--- src/rtl/lasernet_pkg.sv ---
// Shared definitions for the lasernet packet path.
// Header layout, TCP-style flag bit positions and receive FSM states.
package lasernet_pkg;

    localparam int HDR_WORDS = 5;

    localparam int FLAG_FIN = 0;
    localparam int FLAG_SYN = 1;
    localparam int FLAG_RST = 2;
    localparam int FLAG_PSH = 3;
    localparam int FLAG_ACK = 4;

    typedef enum logic [2:0] {
        ST_RECV   = 3'd0,
        ST_DRAIN  = 3'd1,
        ST_ERR    = 3'd2,
        ST_CHECK  = 3'd3,
        ST_COMMIT = 3'd4
    } rx_state_t;

endpackage

--- src/rtl/ones_comp_fold.sv ---
// Folds a 32-bit ones-complement accumulator down to 16 bits.
// Shared with the transmit-side checksum generator.
module ones_comp_fold (
    input  logic [31:0] acc,
    output logic [15:0] sum
);

    logic [16:0] s;

    // first fold keeps the carry, second fold adds it back in
    assign s   = {1'b0, acc[31:16]} + {1'b0, acc[15:0]};
    assign sum = s[15:0] + {15'd0, s[16]};

endmodule

--- src/rtl/receive_packet_buf.sv ---
// Word-serial packet receiver with on-the-fly checksum and a
// sequence-indexed message buffer tolerant of reordering.
module receive_packet_buf
    import lasernet_pkg::*;
#(
    parameter int         DATA_WORDS = 4,
    parameter int         SLOTS      = 5,
    parameter logic [7:0] FILL_CHAR  = 8'h20
) (
    input  logic                             clk,
    input  logic                             reset,
    input  logic [31:0]                      isn,
    input  logic                             clear,
    input  logic [31:0]                      in_data,
    input  logic                             in_valid,
    input  logic                             in_last,
    output logic                             in_ready,
    output logic [31:0]                      seq,
    output logic [31:0]                      ack,
    output logic [8:0]                       flags,
    output logic                             rx_done,
    output logic                             rx_good,
    output logic                             rx_dup,
    output logic [SLOTS-1:0]                 filled,
    output logic [31:0]                      next_sn,
    output logic [SLOTS*DATA_WORDS*32-1:0]   message
);

    localparam int PKT_WORDS = HDR_WORDS + DATA_WORDS;
    localparam int SW        = DATA_WORDS * 32;
    localparam int MW        = SLOTS * SW;
    localparam int CW        = $clog2(PKT_WORDS + 1);
    localparam int SIW       = (SLOTS > 1) ? $clog2(SLOTS) : 1;
    localparam logic [MW-1:0] FILL_ALL = {(MW / 8){FILL_CHAR}};

    rx_state_t      state, state_nx;
    logic [CW-1:0]  cnt;
    logic [31:0]    acc;
    logic [31:0]    seq_sh, ack_sh;
    logic [8:0]     flags_sh;
    logic [SW-1:0]  stage;
    logic           good_q, hit_q;
    logic [SIW-1:0] slot_q;
    logic [15:0]    fold;
    logic [31:0]    rel;
    logic           take, at_end, run;

    ones_comp_fold u_fold (
        .acc (acc),
        .sum (fold)
    );

    assign in_ready = (state == ST_RECV) || (state == ST_DRAIN);
    assign take     = in_valid && in_ready;
    assign at_end   = (cnt == CW'(PKT_WORDS - 1));
    assign rel      = seq_sh - isn;

    // state register
    always_ff @(posedge clk or negedge reset) begin
        if (!reset) state <= ST_RECV;
        else        state <= state_nx;
    end

    // next state; clear drops a packet in flight into DRAIN
    always_comb begin
        state_nx = state;
        unique case (state)
            ST_RECV: begin
                if (take) begin
                    if (in_last)     state_nx = at_end ? ST_CHECK : ST_ERR;
                    else if (at_end) state_nx = ST_DRAIN;
                end
            end
            ST_DRAIN: if (take && in_last) state_nx = ST_ERR;
            ST_CHECK: state_nx = ST_COMMIT;
            default:  state_nx = ST_RECV;
        endcase
        if (clear) begin
            state_nx = ST_RECV;
            if (((state == ST_RECV) && ((cnt != '0) || take)) ||
                (state == ST_DRAIN)) begin
                if (!(take && in_last)) state_nx = ST_DRAIN;
            end
        end
    end

    // datapath: accumulate, capture header/data, judge and commit
    always_ff @(posedge clk or negedge reset) begin
        if (!reset) begin
            cnt      <= '0;
            acc      <= '0;
            seq_sh   <= '0;
            ack_sh   <= '0;
            flags_sh <= '0;
            stage    <= '0;
            good_q   <= 1'b0;
            hit_q    <= 1'b0;
            slot_q   <= '0;
            seq      <= '0;
            ack      <= '0;
            flags    <= '0;
            rx_done  <= 1'b0;
            rx_good  <= 1'b0;
            rx_dup   <= 1'b0;
            filled   <= '0;
            message  <= FILL_ALL;
        end else if (clear) begin
            cnt      <= '0;
            acc      <= '0;
            seq      <= '0;
            ack      <= '0;
            flags    <= '0;
            rx_done  <= 1'b0;
            rx_good  <= 1'b0;
            rx_dup   <= 1'b0;
            filled   <= '0;
            message  <= FILL_ALL;
        end else begin
            rx_done <= 1'b0;
            rx_good <= 1'b0;
            rx_dup  <= 1'b0;
            unique case (state)
                ST_RECV: begin
                    if (take) begin
                        cnt <= cnt + CW'(1);
                        acc <= acc + {16'd0, in_data[31:16]}
                                   + {16'd0, in_data[15:0]};
                        if (cnt == CW'(1)) seq_sh   <= in_data;
                        if (cnt == CW'(2)) ack_sh   <= in_data;
                        if (cnt == CW'(3)) flags_sh <= in_data[24:16];
                        if (cnt >= CW'(HDR_WORDS))
                            stage[(PKT_WORDS - 1 - int'(cnt)) * 32 +: 32]
                                <= in_data;
                    end
                end
                ST_ERR: begin
                    rx_done <= 1'b1;
                    cnt     <= '0;
                    acc     <= '0;
                end
                ST_CHECK: begin
                    good_q <= (fold == 16'hFFFF);
                    hit_q  <= (rel != 32'd0) && (rel <= 32'(SLOTS));
                    slot_q <= SIW'(rel - 32'd1);
                end
                ST_COMMIT: begin
                    rx_done <= 1'b1;
                    rx_good <= good_q;
                    cnt     <= '0;
                    acc     <= '0;
                    if (good_q) begin
                        seq   <= seq_sh;
                        ack   <= ack_sh;
                        flags <= flags_sh;
                        if (hit_q) begin
                            if (filled[slot_q]) begin
                                rx_dup <= 1'b1;
                            end else begin
                                filled[slot_q] <= 1'b1;
                                message[int'(slot_q) * SW +: SW] <= stage;
                            end
                        end
                    end
                end
                default: ;
            endcase
        end
    end

    // count contiguous filled slots from slot 0
    always_comb begin
        next_sn = 32'd1;
        run     = 1'b1;
        for (int i = 0; i < SLOTS; i++) begin
            run = run & filled[i];
            if (run) next_sn = next_sn + 32'd1;
        end
    end

endmodule

--- config.mk ---
export PLATFORM = sky130hd
export DESIGN_NAME = receive_packet_buf
export DESIGN_NICKNAME = d
export VERILOG_FILES = /design/src/rtl/lasernet_pkg.sv /design/src/rtl/ones_comp_fold.sv /design/src/rtl/receive_packet_buf.sv
export SDC_FILE = /design/constraint.sdc
export NUM_CORES = 1
export LEC_CHECK = 0
export ABC_AREA = 1
export CORE_MARGIN = 2
export CORE_UTILIZATION = 30
export DETAILED_ROUTE_END_ITERATION = 10
export SYNTH_ARGS = -nofsm -noshare
export SYNTH_HDL_FRONTEND = slang
export SYNTH_HIERARCHICAL = 1
export SYNTH_SLANG_ARGS = --single-unit
--- constraint.sdc ---
create_clock -name clk -period 4 [get_ports clk]
set_input_delay 1 -clock clk [delete_from_list [all_inputs] [get_ports clk]]
set_output_delay 1 -clock clk [all_outputs]
set_load 0.02 [all_outputs]
==> flow_summary.ini, run 1 <==
[run_status]
status = completed

[pwr]
p_leak_nw = 26.6
power_density_nw_per_um2 = 508
irDropWorstVdd_mv = 0.367

[detailed_routing]
ant_nets = 0
totalWireLength_microns = 190000
post-route-drc-count = 0
wl_per_cell_microns = 24.2
vias_per_cell = 5.07
vias = 39823
drt_pass1_iterations = 6
dr.first_iter.drc_count = 3362

[setup_path]
path_class = flip-flop to flip-flop
rr_startpoint = acc[9]$_DFFE_PN0P_
worstPathMaxFanout = 6
timing.rr.end = good_q$_DFFE_PN0P_
setup.worst_path.start = acc[9]$_DFFE_PN0P_
worstPathRequired_ns = 4.66
cp-start-kind = flip-flop
r2r_cells = 23
cp-end-kind = flip-flop
rrSetupSlack_ns = 0.24
critical_path_arrival_ns = 4.42

[synth]
synth_top_area_share = 0.495
syn-cell-area_sq_um = 44800
synth_cells = 5082
synth_top_area_cell = dfrtp_1
synth_area_leaders = dfrtp_1 49%, nand2_1 11%, inv_1 4.9%
synth-main-ff-cell = dfrtp_1
ys_seq_area_frac = 0.542
synth_cell_types = 59
ys_warn_count = 6
synth_seq_cells = 966
async_flop_share = 1.00
avgSynthCellArea_sq_um = 8.82
synth-edff-count = 0

[layout]
layout_commonest_cell = nand2_1
final_net_count = 6001
mostFrequentLayoutCells = 1330 x nand2_1, 883 x dfrtp_1, 790 x clkdlybuf4s50_1
area_delta_synth_final_pct = 31.7
design_area_sq_um = 59000
instances_no_fill = 7854
multiInputGateArea_sq_um = 16900
drive_gt1_frac = 0.0891
regArea_sq_um = 24300
n_fill_cell = 14744

[cts]
clk_pin_slew_ns = 0.06
cts_tree = built
cts_buffer_depth = 3
cts_buffers = 108
clk_latency_ns = 0.78
h-tree-depth = 3
cts-root-buf = clkbuf_16
cts_sinks = 966

[floorplanning]
start_util = 0.303
dieArea_sq_um = 152000
die_y_microns = 390
die_w_microns = 390
core-area_sq_um = 148000
ios = 823
row_count = 141

[placed_design]
routabilityCongestion = 0.888
dpl_cell_area_sq_um = 55200
hpwlAfterDp_microns = 138000
place_ws_ns = -0.374
dp_cells = 7648
port_buffers = 794

[sta]
period_minus_slack_ns = 3.76
slew_viol_final = 0
max_slew_margin = 0.291
fin_skew_ns = 0.0807
period_share = 0.941
tightestPinTransition_ns = 1.06
finalHoldViolCount = 0
fmax_mhz = 266
postLayoutSetupSlackWorst_ns = 0.238
setup_viol = 0

[global_routing]
antenna_found_initial = 11
track_usage = 0.243
grt_max_degree = 144
grt_overflow = 0
grt_pass1_wl_microns = 274000
grt_pass1_vias = 38335

[min_path]
hold_path.class = input port to async pin

[job]
cap_violations = 0
## through the flow
stage                util  TNS, ns  hold slack [ns]  power (mW)
floorplan               -        0            0.442        16.0
global placement    0.373    -2.86            0.452        19.7
detailed placement  0.373    -3.22            0.461        19.8
CTS                 0.398        0            0.223        30.2
global route        0.399  -0.0128            0.258        31.5
finish              0.399        0            0.242        30.0
## where the power goes
group          internal (mW)  switching [mW]
registers               10.3           0.535
clock network           5.88            4.46
logic                   2.44            6.32
## critical path, stage by stage, from the launching register on
cell and delay, ns:
dfrtp_1 0.46, ha_2 0.41, nand2_1 0.13, nor2_2 0.14
and2_1 0.14, nand2_1 0.06, nand2_1 0.09, a21oi_1 0.07
o21bai_2 0.16, ha_1 0.20, ha_1 0.15, inv_1 0.07
nor2_1 0.10, nand3_1 0.14, nor2_2 0.18, nand3_2 0.11
nor3_2 0.20, nand3_1 0.13, nand2_1 0.09, nand4_1 0.16
nor4_2 0.21, buf_4 0.17, nand2_1 0.04, nand2_1 0.06
## synth_stat cells (5+ instances only)
library cell / number
o31ai_1: 81
nor4_1: 6
a21oi_1: 107
buf_4: 49
o311ai_0: 16
a22o_1: 27
dfstp_2: 80
dfrtp_1: 886
o21bai_1: 6
and2_1: 9
nor2_2: 11
nor2_1: 204
nand3b_1: 8
o21ai_1: 184
o31ai_2: 8
inv_2: 18
nand3_1: 286
clkinv_1: 6
nand3_2: 8
inv_1: 589
buf_2: 76
o21ai_0: 298
nand2_2: 23
nand2_1: 1333
buf_6: 9
xor2_1: 13
a31oi_1: 27
or2_2: 5
o211ai_1: 22
o41ai_1: 182
nand4_1: 133
clkbuf_1: 191
ha_1: 84
nor3_1: 23
buf_1: 10
xnor2_1: 8
fa_1: 19
## per-layer routing
metal  global-route usage  up-vias  wire length, microns
met1                0.319    19549                 79500
met3               0.0525      282                 15100
li1                     -    18367                     -
met5                    0        -                    34
met2                0.393     1619                 88600
met4               0.0862        6                  6660
## registers in the layout, indices dropped and copies added (netlist names), 3 cells and up
signal    flops
acc          32
ack          32
ack_sh       32
cnt           4
filled        5
flags         9
flags_sh      9
message     640
seq          32
seq_sh       32
slot_q        3
stage       128
state         3
## area by class of cell
cell class,instances,share of cell area
sequential,966,0.411
multi-input combinational,3195,0.286
timing repair buffer,945,0.159
clock buffer,155,0.0530
tap,1930,0.0409
inverter,613,0.0394
clock inverter,44,0.00982
antenna,6,0.000254
## worst max-delay path by stage
stage	end	cells past startpoint
global placement	acc[23]$_DFFE_PN0P_	20
CTS	next_sn[1]	10
finish	good_q$_DFFE_PN0P_	23
global route	good_q$_DFFE_PN0P_	24
floorplan	stage[68]$_DFFE_PN0P_	17
detailed placement	acc[23]$_DFFE_PN0P_	20
## timing repair
item / in CTS / in global routing
setup buffers: 0 / 1
resized for setup: 9 / 15
hold buffers: 0 / 0
endpoints found under the setup margin: 2 / 3
## kinds of logic after synthesis
kind of cell,Yosys count,share of synthesized area
compound gates,976,0.138
flops,966,0.542
buf+inv,948,0.0871
fa+ha+maj,103,0.0319
other cells,1,0.0000837
simple gates,2065,0.197
xor+xnor,23,0.00483
No activity file was read; power rests on OpenSTA's default activity.
==> run 2: changes to the inputs <==
Settings changed: CORE_AREA from default to 2 2 321 323, CORE_MARGIN 2 to default, CORE_UTILIZATION 30 to default, DIE_AREA from default to 0 0 323 325, PLACE_DENSITY from default to 0.69.
==> run 2 against run 1 <==
Non-clock buffer count grew 9. Final cell count fell by 7.1%. Combinational power shrank 2%. Highest routed layer unchanged. Sequential power about the same.
==> flow_summary.ini, run 2 (same netlist as run 1, synthesis figures left out) <==
[run_status]
status = completed

[floorplanning]
die_y_microns = 325
ios = 823
die_w_microns = 323
row_count = 117
dieArea_sq_um = 105000
core-area_sq_um = 101000
start_util = 0.442

[detailed_routing]
vias = 40686
wl_per_cell_microns = 24.4
vias_per_cell = 5.58
dr.first_iter.drc_count = 4307
post-route-drc-count = 0
totalWireLength_microns = 178000
ant_nets = 0
drt_pass1_iterations = 6

[layout]
design_area_sq_um = 58300
area_delta_synth_final_pct = 30.0
largest_reg_flops = 640
multiInputGateArea_sq_um = 17000
regArea_sq_um = 24300
largest-register = message
mostFrequentLayoutCells = 1330 x nand2_1, 884 x dfrtp_1, 790 x clkdlybuf4s50_1
final_net_count = 6005
instances_no_fill = 7296
drive_gt1_frac = 0.0897
top_regs = message x640, stage x128
layout_commonest_cell = nand2_1
n_fill_cell = 9023

[global_routing]
use_met1 = 0.436
grt_pass1_vias = 38968
grt_pass1_wl_microns = 262000
antenna_found_initial = 11
grt_overflow = 0
met2_usage = 0.524
grt_max_degree = 162
grtUsageMet3 = 0.0696
grt_busiest_layer = met2
track_usage = 0.333

[setup_path]
timing.rr.end = message[592]$_DFFE_PN0P_
r2r_cells = 11
rrSetupSlack_ns = 0.21
cp_cell_sequence = clkdlybuf4s50_1 -> fa_1 -> ha_1 -> fa_1 -> nand3_1 -> nand3_1 -> nand2_1 -> nand2_1 -> a21oi_1 -> o21ai_0 -> nand3_1 -> nand2_1 -> nand3_1 -> nor2_1 -> buf_4 -> buf_4 -> o21ai_0 -> a21oi_1
worstPathRequired_ns = 4.55
cp-end-kind = flip-flop
rr_startpoint = slot_q[0]$_DFFE_PN0P_
worstPathMaxFanout = 5
worstSetupEndpoint = acc[19]$_DFFE_PN0P_
critical_path_arrival_ns = 4.35
cp_slowest_cell = clkdlybuf4s50_1
setup.worst_path.start = in_data[17]
cp-start-kind = input port
crit_path_frequent_cell = nand3_1
cpPeakStageDelay_ns = 0.64
path_class = input port to flip-flop

[pwr]
power_mw = 29.3
irDropWorstVdd_mv = 0.368
power_density_nw_per_um2 = 503
p_leak_nw = 26.6

[cts]
cts_buffer_depth = 3
cts_setup_buffers = 0
cts_sinks = 966
cts_buffers = 103
cts-root-buf = clkbuf_16
cts_tree = built
cts-hold-fix-buffers = 0
clk_pin_slew_ns = 0.06
h-tree-depth = 3
clk_latency_ns = 0.71

[sta]
whs_ns = 0.275
tightestPinTransition_ns = 1.35
max_slew_margin = 0.103
fin_skew_ns = 0.0382
period_share = 0.948
period_minus_slack_ns = 3.79
finalHoldViolCount = 0
setup_viol = 0
slew_viol_final = 0
postLayoutSetupSlackWorst_ns = 0.207
fmax_mhz = 264

[placed_design]
place_ws_ns = -0.482
port_buffers = 794
dpl_cell_area_sq_um = 54600
dp_cells = 7096
hpwlAfterDp_microns = 129000
routabilityCongestion = 0.932

[min_path]
hold_path.class = input port to async pin

[job]
cap_violations = 0
-- run 2: cell type report --
type / instances / share of cell area
clock inverter: 39 / 0.00790
multi-input combinational: 3195 / 0.291
antenna: 8 / 0.000344
sequential: 966 / 0.417
clock buffer: 153 / 0.0525
inverter: 613 / 0.0399
timing repair buffer: 954 / 0.162
tap: 1368 / 0.0294
-- run 2: metrics by stage --
stage	utilization	TNS, ns
3_3_place_gp	0.539	-2.73
6_report	0.575	0
3_5_place_dp	0.539	-3.17
2_1_floorplan	-	0
5_1_grt	0.575	-0.0368
4_1_cts	0.574	0
-- run 2: worst max-delay path: cells and delay by family --
family | cells | cell delay, ns
buffers and inverters | 3 | 0.92
AND/OR/NAND/NOR | 8 | 0.75
AO/OA/AOI/OAI | 4 | 0.52
adder cells (fa/ha/maj) | 3 | 1.13
-- run 2: worst min path at each step --
| stage | startpoint | endpoint | slack [ns] |
|---|---|---|---|
| finish | reset | message[84]$_DFFE_PN0P_ | 0.27 |
| global route | reset | message[603]$_DFFE_PN0P_ | 0.33 |
| CTS | reset | message[84]$_DFFE_PN0P_ | 0.30 |
| detailed placement | ack_sh[22]$_DFFE_PN0P_ | ack[22]$_DFFE_PN0P_ | 0.45 |
| global placement | ack_sh[12]$_DFFE_PN0P_ | ack[12]$_DFFE_PN0P_ | 0.45 |
| floorplan | ack_sh[0]$_DFFE_PN0P_ | ack[0]$_DFFE_PN0P_ | 0.44 |
-- run 2: routing by layer --
metal / vias to the layer above / routed length [microns]
met4: 4 / 9450
met2: 1947 / 82400
met1: 19995 / 71300
li1: 18372 / -
met3: 368 / 14800
met5: - / 22
-- run 2: power breakdown --
group | internal [mW] | leakage, nW | switching [mW] | total [mW]
Clock | 5.65 | 1.71 | 4.19 | 9.84
Sequential | 10.3 | 12.9 | 0.539 | 10.9
Combinational | 2.46 | 12.0 | 6.15 | 8.61
Total | 18.5 | 26.6 | 10.9 | 29.3
-- run 2: timing repair --
action | in CTS | in global routing
pin swaps | 0 | 1
resized for setup | 3 | 32
endpoints found under the setup margin | 2 | 17
